[src/rtl/parking_pkg.sv]
// +----------------------------------------------------------------------------+
// | parking_pkg: shared constants and helpers for the car-park sensor front end|
// | Revision: 1.0                                                              |
// +----------------------------------------------------------------------------+
`default_nettype none

package parking_pkg;

   localparam int NUM_SPACES = 8;

   // Width needed to hold a count from 0 to n inclusive.
   function automatic int clog2p1(input int n);
      return $clog2(n + 1);
   endfunction

endpackage

`default_nettype wire

[src/rtl/sensor_debounce_channel.sv]
// +----------------------------------------------------------------------------+
// | sensor_debounce_channel: synchroniser, debounce counter and edge pulses    |
// | Revision: 1.0                                                              |
// +----------------------------------------------------------------------------+
`default_nettype none

module sensor_debounce_channel #(
   parameter int SYNC_STAGES     = 2,
   parameter int DEBOUNCE_CYCLES = 16
) (
   input  logic clk,
   input  logic rst_n,
   input  logic raw_i,
   output logic clean_o,
   output logic arrive_o,
   output logic depart_o,
   output logic event_o
);

   localparam int              CW      = (DEBOUNCE_CYCLES > 1) ? $clog2(DEBOUNCE_CYCLES) : 1;
   localparam logic [CW-1:0]   CNT_MAX = CW'(DEBOUNCE_CYCLES - 1);

   logic [SYNC_STAGES-1:0] sync_q, sync_d;
   logic [CW-1:0]          cnt_q, cnt_d;
   logic                   clean_q, clean_d;
   logic                   arrive_q, arrive_d;
   logic                   depart_q, depart_d;
   logic                   synced;

   always_comb begin
      sync_d   = {sync_q[SYNC_STAGES-2:0], raw_i};
      synced   = sync_q[SYNC_STAGES-1];
      cnt_d    = '0;
      clean_d  = clean_q;
      arrive_d = 1'b0;
      depart_d = 1'b0;
      // Any cycle where the synced level matches clean restarts qualification.
      if (synced != clean_q) begin
         if (cnt_q == CNT_MAX) begin
            clean_d  = synced;
            arrive_d = synced;
            depart_d = ~synced;
         end else begin
            cnt_d = cnt_q + CW'(1);
         end
      end
   end

   always_ff @(posedge clk or negedge rst_n) begin
      if (!rst_n) begin
         sync_q   <= '0;
         cnt_q    <= '0;
         clean_q  <= 1'b0;
         arrive_q <= 1'b0;
         depart_q <= 1'b0;
      end else begin
         sync_q   <= sync_d;
         cnt_q    <= cnt_d;
         clean_q  <= clean_d;
         arrive_q <= arrive_d;
         depart_q <= depart_d;
      end
   end

   assign clean_o  = clean_q;
   assign arrive_o = arrive_q;
   assign depart_o = depart_q;
   // Next-cycle event, so the top can register change_valid alongside the pulses.
   assign event_o  = arrive_d | depart_d;

endmodule

`default_nettype wire

[src/rtl/parking_sensor_conditioner.sv]
// +----------------------------------------------------------------------------+
// | parking_sensor_conditioner: per-space debounce plus occupancy count/change |
// | Revision: 1.0                                                              |
// +----------------------------------------------------------------------------+
`default_nettype none

module parking_sensor_conditioner
   import parking_pkg::*;
#(
   parameter int NUM_SENSORS     = NUM_SPACES,
   parameter int SYNC_STAGES     = 2,
   parameter int DEBOUNCE_CYCLES = 16
) (
   input  logic                                 clk,
   input  logic                                 rst_n,
   input  logic [NUM_SENSORS-1:0]               sensors_raw,
   output logic [NUM_SENSORS-1:0]               sensors_clean,
   output logic [NUM_SENSORS-1:0]               arrive_pulse,
   output logic [NUM_SENSORS-1:0]               depart_pulse,
   output logic [clog2p1(NUM_SENSORS)-1:0]      occupied_count,
   output logic                                 change_valid
);

   localparam int CNT_W = clog2p1(NUM_SENSORS);

   logic [NUM_SENSORS-1:0] event_d;
   logic [CNT_W-1:0]       count_q, count_d;
   logic                   change_q, change_d;

   for (genvar g = 0; g < NUM_SENSORS; g++) begin : g_channel
      sensor_debounce_channel #(
         .SYNC_STAGES     (SYNC_STAGES),
         .DEBOUNCE_CYCLES (DEBOUNCE_CYCLES)
      ) u_channel (
         .clk      (clk),
         .rst_n    (rst_n),
         .raw_i    (sensors_raw[g]),
         .clean_o  (sensors_clean[g]),
         .arrive_o (arrive_pulse[g]),
         .depart_o (depart_pulse[g]),
         .event_o  (event_d[g])
      );
   end

   always_comb begin
      count_d = '0;
      for (int i = 0; i < NUM_SENSORS; i++) begin
         count_d = count_d + CNT_W'(sensors_clean[i]);
      end
      change_d = |event_d;
   end

   always_ff @(posedge clk or negedge rst_n) begin
      if (!rst_n) begin
         count_q  <= '0;
         change_q <= 1'b0;
      end else begin
         count_q  <= count_d;
         change_q <= change_d;
      end
   end

   assign occupied_count = count_q;
   assign change_valid   = change_q;

endmodule

`default_nettype wire

[config.mk]
export PLATFORM = sky130hd
export DESIGN_NAME = parking_sensor_conditioner
export DESIGN_NICKNAME = d
export VERILOG_FILES = /design/src/rtl/parking_pkg.sv /design/src/rtl/sensor_debounce_channel.sv /design/src/rtl/parking_sensor_conditioner.sv
export SDC_FILE = /design/constraint.sdc
export NUM_CORES = 1
export LEC_CHECK = 0
export CORE_ASPECT_RATIO = 1.4
export CORE_MARGIN = 1
export CORE_UTILIZATION = 52
export CTS_BUF_LIST = sky130_fd_sc_hd__clkbuf_16
export DETAILED_ROUTE_END_ITERATION = 10
export PLACE_DENSITY = 0.73
export SETUP_SLACK_MARGIN = 0.4
export SLEW_MARGIN = 10
export SYNTH_ARGS = -nofsm -noshare
export SYNTH_HDL_FRONTEND = slang
export SYNTH_SLANG_ARGS = --single-unit
export TNS_END_PERCENT = 5
[constraint.sdc]
create_clock -name clk -period 4.51 [get_ports clk]
set_input_delay 0.6765 -clock clk [delete_from_list [all_inputs] [get_ports clk]]
set_output_delay 0.6765 -clock clk [all_outputs]
set_load 0.02 [all_outputs]
==> results of run 1 <==
[path summary, 6_finish.rpt]
check	end	depth (start not counted)
max in group asynchronous	occupied_count[2]	1
min in group asynchronous	g_channel[4].u_channel.cnt_q[2]	1
worst max-delay path	occupied_count[1]	9
worst min register to register	g_channel[0].u_channel.sync_q[1]	0
worst max register to register	occupied_count[1]	9
worst min-delay path	g_channel[0].u_channel.sync_q[1]	0
[cell usage after synthesis (4+ instances only)]
cell | count | share of area [%]
ha_1 | 11 | 4.4
a21oi_1 | 13 | 2.1
fa_1 | 4 | 2.5
nor2_1 | 12 | 1.4
xnor2_1 | 17 | 4.7
buf_4 | 24 | 5.7
dfrtp_1 | 77 | 61
o21ai_0 | 6 | 0.95
o22ai_1 | 4 | 0.79
mux2_2 | 8 | 2.8
nand4b_1 | 6 | 1.7
nor3_1 | 4 | 0.63
nor3b_1 | 18 | 4.3
nand3_1 | 10 | 1.6
inv_1 | 17 | 2.0
xor2_1 | 4 | 1.1
nor2b_1 | 4 | 0.79
[cells by family after synthesis]
kind of cell	synth area share [%]
simple gates	11.99
mux	2.849
xor+xnor	5.817
buf+inv	7.717
compound gates	3.799
flops	60.94
fa+ha+maj	6.886
[registers in the layout (all words and copies together) (netlist names)]
| register | count |
|---|---|
| g_channel.u_channel.cnt_q | 32 |
| g_channel.u_channel.sync_q | 16 |
| g_channel.u_channel.arrive_o | 8 |
| g_channel.u_channel.clean_o | 8 |
| g_channel.u_channel.depart_o | 8 |
| occupied_count | 4 |
| change_valid | 1 |
[where the power goes]
group / internal (W) / switching (W)
clock: 0.000476 / 0.000258
combinational: 0.0000295 / 0.0000322
sequential: 0.000716 / 0.0000218
total: 0.00122 / 0.000312
[final cells by class]
class | instances | share of cell area, %
Inverter | 17 | 1.700
Sequential cell | 77 | 51.33
Clock buffer | 9 | 6.000
Tap cell | 70 | 2.333
Timing Repair Buffer | 38 | 10.07
Clock inverter | 7 | 2.167
Multi-Input combinational cell | 129 | 26.40
[worst max-delay path, stage by stage, from the launching register on]
cell     delay [ns]
dfrtp_1        0.46
fa_1           0.56
inv_1          0.05
fa_1           0.50
fa_1           0.49
inv_1          0.07
ha_1           0.18
inv_1          0.07
fa_1           0.49
inv_1          0.04
[stage by stage]
stage	setup slack (ns)	utilization [%]	hold WS [ns]	std cells
floorplan	1.648	-	0.3312	247
global route	1.329	64.02	0.3576	347
finish	1.486	64.02	0.3452	347
global placement	1.610	58.79	0.3324	331
detailed placement	1.524	58.79	0.3347	331
CTS	1.477	64.02	0.3466	347
[per-layer routing]
metal  up-vias  part of all wire (%)  GRT usage [%]
met2        39                    51          27.64
met1       888                    42          22.05
met5         -                     0              0
met4         0                   2.6          11.28
li1        857                     -              -
met3        12                   4.6          7.039
==> results by group, run 1 <==
Place
  – RePlAce Congestion: between 0.7 and 0.8
  – Port Buffers: 38
  – Post-detail-place hpwl: 3344 um
  – Area after DPL: 3447 um^2

STA
  – Clock skew after layout: 0.006058 ns
  – Final hold viol count: 0
  – Final Critical Period: 3.024 ns
  – Max transition margin: 37.59%
  – Setup TNS Final: 0 ns
  – Worst-Margin Slew: 0.9362 ns
  – Max Slew Vio Count: 0
  – Fmax: 330.7 MHz
  – Final setup viols: 0
  – Crit share post-route: about two thirds
  – Unrepaired setup endpoints after global routing: no

Floorplanning
  – Core area: 5863 um^2
  – Rows: 33
  – Die area: 6401 um^2
  – Starting Density: 53.93%
  – Num ports: 39
  – Vert. Die Dim: 94.27 um
  – Die width: 67.90 um

Finish
  – Area delta synth->final: 18.72%
  – Final Net Count: 297
  – # fillers: around 470
  – Commonest non-fill, non-tap cell in the layout: dfrtp_1
  – Multi-input gate area: around 990 um^2
  – Commonest non-fill, non-tap cells in the layout: dfrtp_1 (77), clkdlybuf4s50_1 (37), inv_1 (18), nor3b_1 (18), xnor2_1 (17)
  – Antenna Cells: 0
  – Share of layout cells above drive strength 1: 8.303%
  – Storage cell area: 1927 um^2
  – Cell area after layout: approximately 3800 um^2

Yosys
  – Synth async-reset ratio: 100.0%
  – Post-synth cell types: 22
  – Post-Syn Nets: ~270
  – Ys flop type: dfrtp_1
  – Yosys warnings: 0
  – Sequential share of the synthesized area: 60.94%
  – Mapped Cells: 247
  – Flops & latches, synth: just under 80
  – Post-synth EDFFs: 0
  – Syn_area_per_cell: between 10 and 15 um^2
  – Mapped cell area: 3162 um^2

Clocking
  – H-tree levels: 3
  – Root Buffer: clkbuf_16
  – Hold_buf cts: 0
  – Post-CTS Repair Setup Buffers: 0
  – TritonCTS Sinks: 77
  – CTS Buf Count: 9
  – Clk_lat worst skew: 0.33 ns
  – Clk slew on worst S/H paths: about 0.05 ns
  – Clk buf depth: 2
  – # resized after CTS: 0
  – CTS tree: yes

Critical path
  – Worst setup startpoint: g_channel[0].u_channel.clean_o
  – Endpoint class of the critical path: flop
  – Startpoint types: flop
  – Flop2flop setup slack: 1.49 ns
  – Type of the worst setup path: flop to flop
  – Crit Path Max Fanout: 7
  – Worst Path Arrival: 3.25 ns
  – Worst path required time: 4.73 ns
  – Reg-to-Reg Start: g_channel[0].u_channel.clean_o

Global routing
  – Largest net degree at the start of global routing: 78
  – GRT Util Overall: between 10% and 20%
  – Antenna violations before repair: 0
  – Total grt overflow: 0
  – Number of global-route vias before repair: 1798
  – First-pass GRT wire length: 8259 um

Drt
  – Post-Route WL: roughly 5000 um
  – Routed via count: approximately 1800
  – DRC: 0
  – DRT Pass-1 Iters: 4
  – Initial DRC count: 96
  – WL per Instance: ~14 um
  – Remaining antenna violation count: 0
  – Via density: 5.176

Status
  – Status: complete, no violations

Pwr
  – Total power: 0.001533 W
  – Leakage power: between 1.5 and 2 nW
  – Pwr Density: 408.5 nW/um^2
  – Maximum vdd drop: 0.2174 mV

Flow run
  – MaxCap Viol Count: 0

Worst hold path
  – Worst min-delay path class: flop to flop
  – Hold Path Origin: g_channel[0].u_channel.sync_q[0]
Power figures use the tool's default switching activity.
==> run 2: changes to the inputs <==
--- a/config.mk
+++ b/config.mk
@@ -7,7 +7,7 @@
 export LEC_CHECK = 0
 export CORE_ASPECT_RATIO = 1.4
 export CORE_MARGIN = 1
-export CORE_UTILIZATION = 52
+export CORE_UTILIZATION = 49
 export CTS_BUF_LIST = sky130_fd_sc_hd__clkbuf_16
 export DETAILED_ROUTE_END_ITERATION = 10
 export PLACE_DENSITY = 0.73
==> constraint.sdc (replaced) <==
create_clock -name clk -period 2.45 [get_ports clk]
set_input_delay 0.3675 -clock clk [delete_from_list [all_inputs] [get_ports clk]]
set_output_delay 0.3675 -clock clk [all_outputs]
set_load 0.02 [all_outputs]
==> run 2 against run 1 <==
The run now ends with negative setup slack left; clock power up 120%; combinational power increased by 94%; fmax increased by 7.2%; largest cell class unchanged; largest power group is now the clock network.
==> results by group, run 2 (synthesis gave the netlist of run 1 again) <==
Drt
  – WL per Instance: 13.96 um (-2.6%)
  – DRT Pass-1 Iters: 4 (unchanged)
  – Remaining antenna violation count: 0 (unchanged)
  – Routed via count: 1823 (+1.5%)
  – Via density: 5.135 (-0.78%)
  – Initial DRC count: 102 (+6.3%)
  – Post-Route WL: 4955 um (-0.34%)
  – DRC: 0 (unchanged)

Global routing
  – Largest net degree at the start of global routing: 49 (-37%)
  – Antenna violations before repair: 0 (unchanged)
  – Number of global-route vias before repair: 1870 (+4.0%)
  – GRT Util Overall: 16.63% (-1.8 points)
  – First-pass GRT wire length: 8493 um (+2.8%)
  – Total grt overflow: 0 (unchanged)

Floorplanning
  – Die area: 6782 um^2 (+6.0%)
  – Die width: 69.89 um (+2.9%)
  – Num ports: 39 (unchanged)
  – Starting Density: 50.91% (-3.0 points)
  – Rows: 34 (+3.0%)
  – Vert. Die Dim: 97.05 um (+2.9%)
  – Core area: 6211 um^2 (+5.9%)

Pwr
  – Total power: 0.003057 W (+99%)
  – Sequential share of power: 44.5% (-3.6 points)
  – Pwr Density: 789.3 nW/um^2 (+93%)
  – Sw Ratio: 19.24% (-1.1 points)
  – Internal power: 0.002469 W (+100%)
  – Net Sw Power: 0.0005883 W (+89%)
  – Clock share of power: 51.6% (+3.7 points)
  – Power share of the combinational group: 3.9% (about the same)
  – Maximum vdd drop: 0.5535 mV (+150%)
  – Leakage power: 1.744 nW (+3.4%)

STA
  – Setup ws final: -0.3702 ns (-1.857 ns)
  – Final Critical Period: 2.820 ns (-0.2034 ns)
  – Crit share post-route: 115.1% (+48 points)
  – Max Slew Vio Count: 0 (unchanged)
  – Clock skew after layout: 0.005185 ns (-0.0008725 ns)
  – Final hold viol count: 0 (unchanged)
  – Unrepaired setup endpoints after global routing: yes
  – Max transition margin: 58.76% (+21 points)
  – Worst-Margin Slew: 0.6187 ns (-0.3175 ns)
  – Hold slack: 0.06000 ns (-0.2852 ns)
  – Fmax: 354.6 MHz (+7.2%)
  – Final setup viols: 3 (+3)

Clocking
  – TritonCTS Sinks: 77 (unchanged)
  – Clk_lat worst skew: 0.33 ns (about the same)
  – CTS tree: yes
  – CTS Buf Count: 9 (unchanged)
  – H-tree levels: 3 (unchanged)
  – Clk slew on worst S/H paths: 0.06 ns (about the same)
  – Root Buffer: clkbuf_16
  – # resized after CTS: 0 (unchanged)
  – Clk buf depth: 2 (unchanged)
  – Hold_buf cts: 0 (unchanged)

Finish
  – Storage cell area: 1928 um^2 (about the same)
  – Commonest non-fill, non-tap cell in the layout: dfrtp_1
  – Top reg by flops: g_channel.u_channel.cnt_q
  – Final Net Count: 303 (+2.0%)
  – # fillers: 481 (+1.7%)
  – Cell area after layout: 3874 um^2 (+3.2%)
  – Antenna Cells: 0 (unchanged)
  – Commonest non-fill, non-tap cells in the layout: dfrtp_1 (76), clkdlybuf4s50_1 (37), nor3b_1 (18)
  – Share of layout cells above drive strength 1: 11.66% (+3.4 points)
  – Number of flip-flops in the largest register: 32 (unchanged)
  – Multi-input gate area: 993.5 um^2 (+0.25%)
  – Area delta synth->final: 22.52%
  – Fin cells: 355 (+2.3%)
  – Biggest registers after layout: g_channel.u_channel.cnt_q (32), g_channel.u_channel.sync_q (16)

Place
  – Port Buffers: 38 (unchanged)
  – Area after DPL: 3511 um^2 (+1.9%)
  – Placed Cells: 339 (+2.4%)
  – RePlAce Congestion: 0.7420 (+3.6%)
  – Post-detail-place hpwl: 3356 um (+0.37%)

Critical path
  – Flop2flop setup slack: -0.37 ns (-1.86 ns)
  – Type of the worst setup path: flop to flop
  – Worst path required time: 2.67 ns (-2.06 ns)
  – Crit Path Max Fanout: 2 (-5)
  – Endpoint class of the critical path: flop
  – Startpoint types: flop
  – Worst Path Arrival: 3.04 ns (-0.21 ns)

Status
  – Failing checks: negative setup slack
  – Status: complete, but fails checks

Flow run
  – MaxCap Viol Count: 0 (unchanged)

Worst hold path
  – Worst min-delay path class: input pin to async pin
-- run 2: layout make-up --
cell class                 count  share of cell area [%]
multi-input combinational    129                   25.65
tap                           72                   2.326
sequential                    77                   49.77
inverter                      17                   1.647
timing repair buffer          44                   11.24
clock inverter                 7                   3.553
clock buffer                   9                   5.814
-- run 2: per-stage QoR --
step | setup TNS (ns) | util [%] | worst slack (ns)
global placement | -0.5832 | 56.53 | -0.3298
detailed placement | -0.7416 | 56.53 | -0.3828
floorplan | -0.6111 | - | -0.3463
finish | -0.7130 | 62.37 | -0.3702
CTS | -0.7471 | 62.37 | -0.3824
global route | -1.011 | 62.37 | -0.4695
-- run 2: worst max-delay path, cell delays in order, from the launching register on --
cell     delay [ns]
dfrtp_2        0.41
fa_1           0.53
inv_1          0.05
fa_1           0.50
fa_1           0.41
inv_1          0.08
ha_1           0.16
inv_1          0.06
fa_2           0.51
inv_1          0.03
-- run 2: layer usage --
layer / global-route usage [%] / part of all wire, %
met5: 0 / 0
met1: 18.97 / 41
met3: 4.375 / 3.9
met4: 9.692 / 2.0
met2: 27.81 / 53
-- run 2: worst paths after layout --
| path | from | endpoint | depth (start not counted) |
|---|---|---|---|
| max | g_channel[0].u_channel.clean_o | occupied_count[1] | 9 |
| min | rst_n | g_channel[0].u_channel.sync_q[1] | 1 |
| max reg2reg | g_channel[0].u_channel.clean_o | occupied_count[1] | 9 |
| min reg2reg | g_channel[0].u_channel.sync_q[0] | g_channel[0].u_channel.sync_q[1] | 0 |
| max in group asynchronous | rst_n | g_channel[1].u_channel.depart_o | 2 |
| min in group clk | g_channel[0].u_channel.sync_q[0] | g_channel[0].u_channel.sync_q[1] | 0 |
-- run 2: power by group through the flow --
stage	Combinational, W	Sequential, W	Clock, W
final	0.000120	0.00136	0.00158
after global placement	0.000118	0.00138	0
after global routing	0.000141	0.00136	0.00165
after CTS	0.000123	0.00136	0.00161
after floorplan	0.0000659	0.00137	0
after detailed placement	0.000121	0.00138	0
-- run 2: repair_timing --
| item | in CTS | in global routing |
|---|---|---|
| pin swaps | 1 | 0 |
| setup buffers | 0 | 0 |
| endpoints found under the setup margin | 4 | 4 |
==> RTL change 1, RTL diff (config.mk and constraints of run 2) <==
Set the package constant `NUM_SPACES` to 4 (it was 8).
--- a/src/rtl/parking_pkg.sv
+++ b/src/rtl/parking_pkg.sv
@@ -6,7 +6,7 @@
 
 package parking_pkg;
 
-   localparam int NUM_SPACES = 8;
+   localparam int NUM_SPACES = 4;
 
    // Width needed to hold a count from 0 to n inclusive.
    function automatic int clog2p1(input int n);
Interface: changed (5 resized); port bits go from 39 to 22. The function was not compared with the original's and may differ.
==> RTL change 1 against run 2 <==
- worst setup slack improved by 1100 ps
- clock skew shrank 1.5 ps
- total power is 52% lower
- sequential cell count down 37
- wire length decreased by 50%
- combinational power decreased by 51%
- global-route usage increased by 0.69 points
- synthesized cell count down 50%
- cell area is 50% lower
- synthesized area fell by 49%
- largest power group unchanged
==> RTL change 1: results (changes against run 2) <==
| Metric | Value |
|---|---|
| Post-synth top cells | 40 x dfrtp_1, 12 x buf_4, 9 x inv_1, 9 x nor3b_1, 8 x a21oi_1 (was 77 x dfrtp_1, 24 x buf_4, 18 x nor3b_1, 17 x inv_1, 17 x xnor2_1) |
| Worst stage delay on the critical path | 640 ps (was 530 ps) |
| DR vias | 894 (was 1823) |
| GPL Wtd Cong | 0.740 (was 0.742) |
| CP Data Arrival Time | 1370 ps (was 3040 ps) |
| Hold slack final | 194 ps (was 60.0 ps) |
| Worst Max-Slew Pin Slew | 849 ps (was 619 ps) |
| Layout cells sized above 1 | 0.0929 (was 0.117) |
| FF-to-FF path depth | 5 (was 9) |
| Skew final | 3.68 ps (was 5.19 ps) |
| Crit-path max FO | 6 (was 2) |
| Top Registers | g_channel.u_channel.cnt_q: 16 flops, g_channel.u_channel.sync_q: 8 flops (was g_channel.u_channel.cnt_q: 32 flops, g_channel.u_channel.sync_q: 16 flops) |
| Sequential fraction of the synthesis area | 0.624 (was 0.609) |
| Post-synth net total | 136 (was 272) |
| Xor/xnor share of the synthesized area | 0.0484 (was 0.0582) |
| Crit-path leading delay family | buffers and inverters (was adder cells) |
| Outcome | finished clean (was finished with violations) |
| Port-buffer cells | 21 (was 38) |
| Slowest cell on the critical path | clkdlybuf4s50_1 (was fa_1) |
| First-pass GRT wire length | 4330 um (was 8490 um) |
| IR drop worst, VDD | 0.00102 V (was 0.000553 V) |
| Total CTS buffers | 5 (was 9) |
| Avg Cell Area, Syn | 13.0 um2 (was 12.8 um2) |
| Synth Area in Adders | 0.0593 (was 0.0689) |
| GRT Total Usage | 0.173 (was 0.166) |
| DR WL/cell | 13.9 um (was 14.0 um) |
| Reg2Reg Setup Slack | 770 ps (was -370 ps) |
| Placed Cells | 171 (was 339) |
| Count of different cell masters after synthesis | 20 (was 22) |
| Detail Placement HPWL | 1730 um (was 3360 um) |
| Nets@finish | 152 (was 303) |
| Via density | 4.99 (was 5.14) |
| Clk_lat worst skew | 280 ps (was 330 ps) |
RTL change 1: changes by cell type in the layout (fill, tap and decap cells not counted), sizes merged, moves of 6 or more:
| cell | delta |
|---|---|
| nor2 | -8 |
| buf | -6 |
| clkdlybuf4s50 | -17 |
| nor3b | -9 |
| xnor2 | -9 |
| inv | -8 |
| dfrtp | -37 |
| nand3 | -6 |
RTL change 1: logic make-up after synthesis:
kind of cell               Yosys count
DFF                                 40
and+or+nand+nor                     29
buffers and inverters               21
AOI/OAI and AO/OA                   14
xor gates and xnor gates             8
adders and majority gates            7
muxes                                4
RTL change 1: per-stage QoR:
stage	area, um2	worst slack, ps	utilization
after global placement	1770	812	0.566
after detailed placement	1770	769	0.566
final	1930	717	0.618
after global routing	1930	674	0.618
after floorplan	1600	851	-
after CTS	1930	707	0.618
RTL change 1: final cells by class:
cell class                      instances  share of cell area
Multi-Input combinational cell         62               0.248
Tap cell                               39              0.0253
Timing Repair Buffer                   21               0.106
Sequential cell                        40               0.518
Clock buffer                            5              0.0648
Clock inverter                          3              0.0194
Inverter                                9              0.0175
RTL change 1: where the power goes:
group	internal (mW)	switching [mW]	total, mW	leakage (nW)
logic	0.0286	0.0309	0.0594	0.257
registers	0.684	0.0213	0.705	0.530
clock network	0.473	0.243	0.715	0.0789
total	1.19	0.295	1.48	0.866
RTL change 1: per-layer routing:
metal | global-route usage | vias up | share of wire
met2 | 0.281 | 20 | 0.51
met1 | 0.190 | 431 | 0.42
met5 | 0 | - | 0
li1 | - | 435 | -
met4 | 0.0833 | 0 | 0.021
met3 | 0.0746 | 8 | 0.047
RTL change 1: path summary, 6_finish.rpt:
kind                                                        from                               end
worst max register to register    g_channel[0].u_channel.clean_o                 occupied_count[1]
max in group asynchronous                                  rst_n   g_channel[3].u_channel.arrive_o
worst min-delay path                                       rst_n   g_channel[0].u_channel.cnt_q[3]
min in group clk                g_channel[0].u_channel.sync_q[0]  g_channel[0].u_channel.sync_q[1]
worst min register to register  g_channel[0].u_channel.sync_q[0]  g_channel[0].u_channel.sync_q[1]
worst max-delay path              g_channel[2].u_channel.clean_o                  sensors_clean[2]
RTL change 1: worst reg2reg max path, cell delays in order, from the launching register on:
cell     delay (ps)
dfrtp_1         430
inv_1           110
fa_1            540
inv_1            40
ha_1            170
ha_1            270
==> RTL change 2, RTL diff (settings of run 2) <==
Made on the original files. Put a register stage on the output `sensors_clean`. The value now appears one clock later. The other outputs are not delayed to match.
--- a/src/rtl/parking_sensor_conditioner.sv
+++ b/src/rtl/parking_sensor_conditioner.sv
@@ -23,6 +23,8 @@
 
    localparam int CNT_W = clog2p1(NUM_SENSORS);
 
+   logic [NUM_SENSORS-1:0] sensors_clean_d;
+
    logic [NUM_SENSORS-1:0] event_d;
    logic [CNT_W-1:0]       count_q, count_d;
    logic                   change_q, change_d;
@@ -35,7 +37,7 @@
          .clk      (clk),
          .rst_n    (rst_n),
          .raw_i    (sensors_raw[g]),
-         .clean_o  (sensors_clean[g]),
+         .clean_o  (sensors_clean_d[g]),
          .arrive_o (arrive_pulse[g]),
          .depart_o (depart_pulse[g]),
          .event_o  (event_d[g])
@@ -45,7 +47,7 @@
    always_comb begin
       count_d = '0;
       for (int i = 0; i < NUM_SENSORS; i++) begin
-         count_d = count_d + CNT_W'(sensors_clean[i]);
+         count_d = count_d + CNT_W'(sensors_clean_d[i]);
       end
       change_d = |event_d;
    end
@@ -63,6 +65,10 @@
    assign occupied_count = count_q;
    assign change_valid   = change_q;
 
+   always_ff @(posedge clk) begin
+      sensors_clean <= sensors_clean_d;
+   end
+
 endmodule
 
 `default_nettype wire
Formal check against the unedited RTL: same outputs for any inputs over 10 cycles, from zero or initial values and one cycle with rst_n low; that may be too few to reach the edited logic, so the function may still have changed.
==> RTL change 2 against run 2 <==
- critical path type unchanged
- critical path depth unchanged
- cell area increased by 4.1%
- worst hold slack improved by 290 ps
- the flow finishes with violations (design-rule violations, negative setup slack)
- wire length increased by 1.8%
- sequential cell count increased by 8
- synthesized cell count unchanged
- largest cell class unchanged
- synthesized area increased by 3.2%
- maximum frequency increased by 0.99%
- count of clock-buffer cells in the layout unchanged
- highest routed layer unchanged
- worst setup slack improved by 28 ps
- combinational power about the same
- total power increased by 0.88%
==> RTL change 2: results (changes against run 2) <==
| Metric | Value |
|---|---|
| Outcome | finished with violations (unchanged) |
| Failing checks | design-rule violations, negative setup slack (was negative setup slack) |
| First-pass GRT wire length | 8890 um (was 8490 um) |
| Async set-reset flop share out of synthesis | 0.906 (was 1.00) |
| Routed length on met1 | 2110 um (was 2050 um) |
| Worst Min Path Start | g_channel[0].u_channel.sync_q[0] |
| Met3 wire len | 127 um (was 192 um) |
| Setup_tns | -618 ps (was -713 ps) |
| Met1 Usage GRT | 0.195 (was 0.190) |
| Clk slew on worst S/H paths | 60 ps (about the same) |
| R2R Path Start | g_channel[3].u_channel.clean_o (was g_channel[0].u_channel.clean_o) |
| CTS root buf | clkbuf_16 (unchanged) |
| Setup violations, final | 3 (unchanged) |
| Worst Max-Slew Pin Slew | 447 ps (was 619 ps) |
| Largest net degree at the start of global routing | 50 (was 49) |
| Final worst-path setup slack | -342 ps (was -370 ps) |
| Nets@finish | 313 (was 303) |
| Count of different cell masters after synthesis | 23 (was 22) |
| GRT met3 Usage | 0.0256 (was 0.0438) |
| H-Tree Depth | 3 (unchanged) |
| Hold slack final | 346 ps (was 60.0 ps) |
| Skew final | 6.06 ps (was 5.19 ps) |
| Lkg Pwr | 1.80 nW (was 1.74 nW) |
| Final Non-Filler Cells | 365 (was 355) |
| Remaining antenna violation count | 0 (unchanged) |
| GPL Wtd Cong | 0.724 (was 0.742) |
| GRT Total Usage | 0.170 (was 0.166) |
| Iter 0 DRT Violations | 103 (was 102) |
| # fillers | 474 (was 481) |
| Drt drc | 4 (was 0) |
| Largest cells by area after synthesis | dfrtp_1 59%, dfxtp_1 4.9%, xnor2_1 4.6%, ha_1 4.2%, nor3b_1 4.1% (was dfrtp_1 61%, buf_4 5.7%, xnor2_1 4.7%, ha_1 4.4%, nor3b_1 4.3%) |
| DP Worst Slack | -382 ps (was -383 ps) |
| Register cell area after layout | 0.00209 mm2 (was 0.00193 mm2) |
| Drt total wl | 5040 um (was 4960 um) |
| Placed instance area | 0.00367 mm2 (was 0.00351 mm2) |
| Worst min-delay path category | reg -> reg (was in -> async) |
| DR vias | 1832 (was 1823) |
| Post-synth top cells | 77 x dfrtp_1, 18 x nor3b_1, 17 x inv_1, 17 x xnor2_1, 16 x buf_4 (was 77 x dfrtp_1, 24 x buf_4, 18 x nor3b_1, 17 x inv_1, 17 x xnor2_1) |
| WL met2 | 2650 um (was 2610 um) |
| IR drop worst, VDD | 0.000547 V (was 0.000553 V) |
| Sequential fraction of the synthesis area | 0.640 (was 0.609) |
| Detail Placement HPWL | 3500 um (was 3360 um) |
| Mapped Cells | 247 (unchanged) |
| Ys flop type | dfrtp_1 (unchanged) |
| Vias in the first global route | 1965 (was 1870) |
| First-pass detailed-route iteration total | 9 (was 4) |
| Placed Cells | 347 (was 339) |
| Layout cells sized above 1 | 0.119 (was 0.117) |
| Met2 Use GR | 0.291 (was 0.278) |
[RTL change 2: cell count changes after synthesis, sizes merged]
cell,run 2,this run
buf,24,16
dfxtp,0,8
[RTL change 2: logic make-up after synthesis]
group	Yosys count	synth area share
AOI/OAI and AO/OA	23	0.0368
and+or+nand+nor	62	0.116
muxes	8	0.0276
adders and majority gates	15	0.0667
DFF	85	0.640
xor gates and xnor gates	21	0.0564
buffers and inverters	33	0.0564
[RTL change 2: layout make-up]
class	instances	area share
clock inverters	7	0.0261
repair buffers	46	0.112
multi-input cells	129	0.250
well taps	72	0.0223
flip-flops and latches	85	0.518
clock buffers	9	0.0559
inverters	17	0.0158
[RTL change 2: worst paths after layout]
| path | to | depth (start not counted) |
|---|---|---|
| max in group asynchronous | g_channel[5].u_channel.clean_o | 3 |
| min in group asynchronous | g_channel[3].u_channel.arrive_o | 2 |
| worst min-delay path | g_channel[0].u_channel.sync_q[1] | 0 |
| worst max-delay path | occupied_count[1] | 9 |
| worst min register to register | g_channel[0].u_channel.sync_q[1] | 0 |
| worst max register to register | occupied_count[1] | 9 |
[RTL change 2: where the power goes]
part,switching (mW),internal (mW)
Sequential,0.0399,1.45
Combinational,0.0608,0.0592
Clock,0.495,0.981
Total,0.596,2.49
[RTL change 2: timing repair]
item	CTS	global route
hold buffers	1	0
pin swaps	1	0
gates resized for setup	3	0
setup buffers	1	0
setup endpoints to repair	4	4
hold endpoints to repair	28	0
[RTL change 2: worst max-delay path: cells and delay by family (launching register included)]
| family | cells | cell delay, ps |
|---|---|---|
| buf+inv | 4 | 200 |
| flops | 1 | 400 |
| fa+ha+maj | 5 | 2100 |
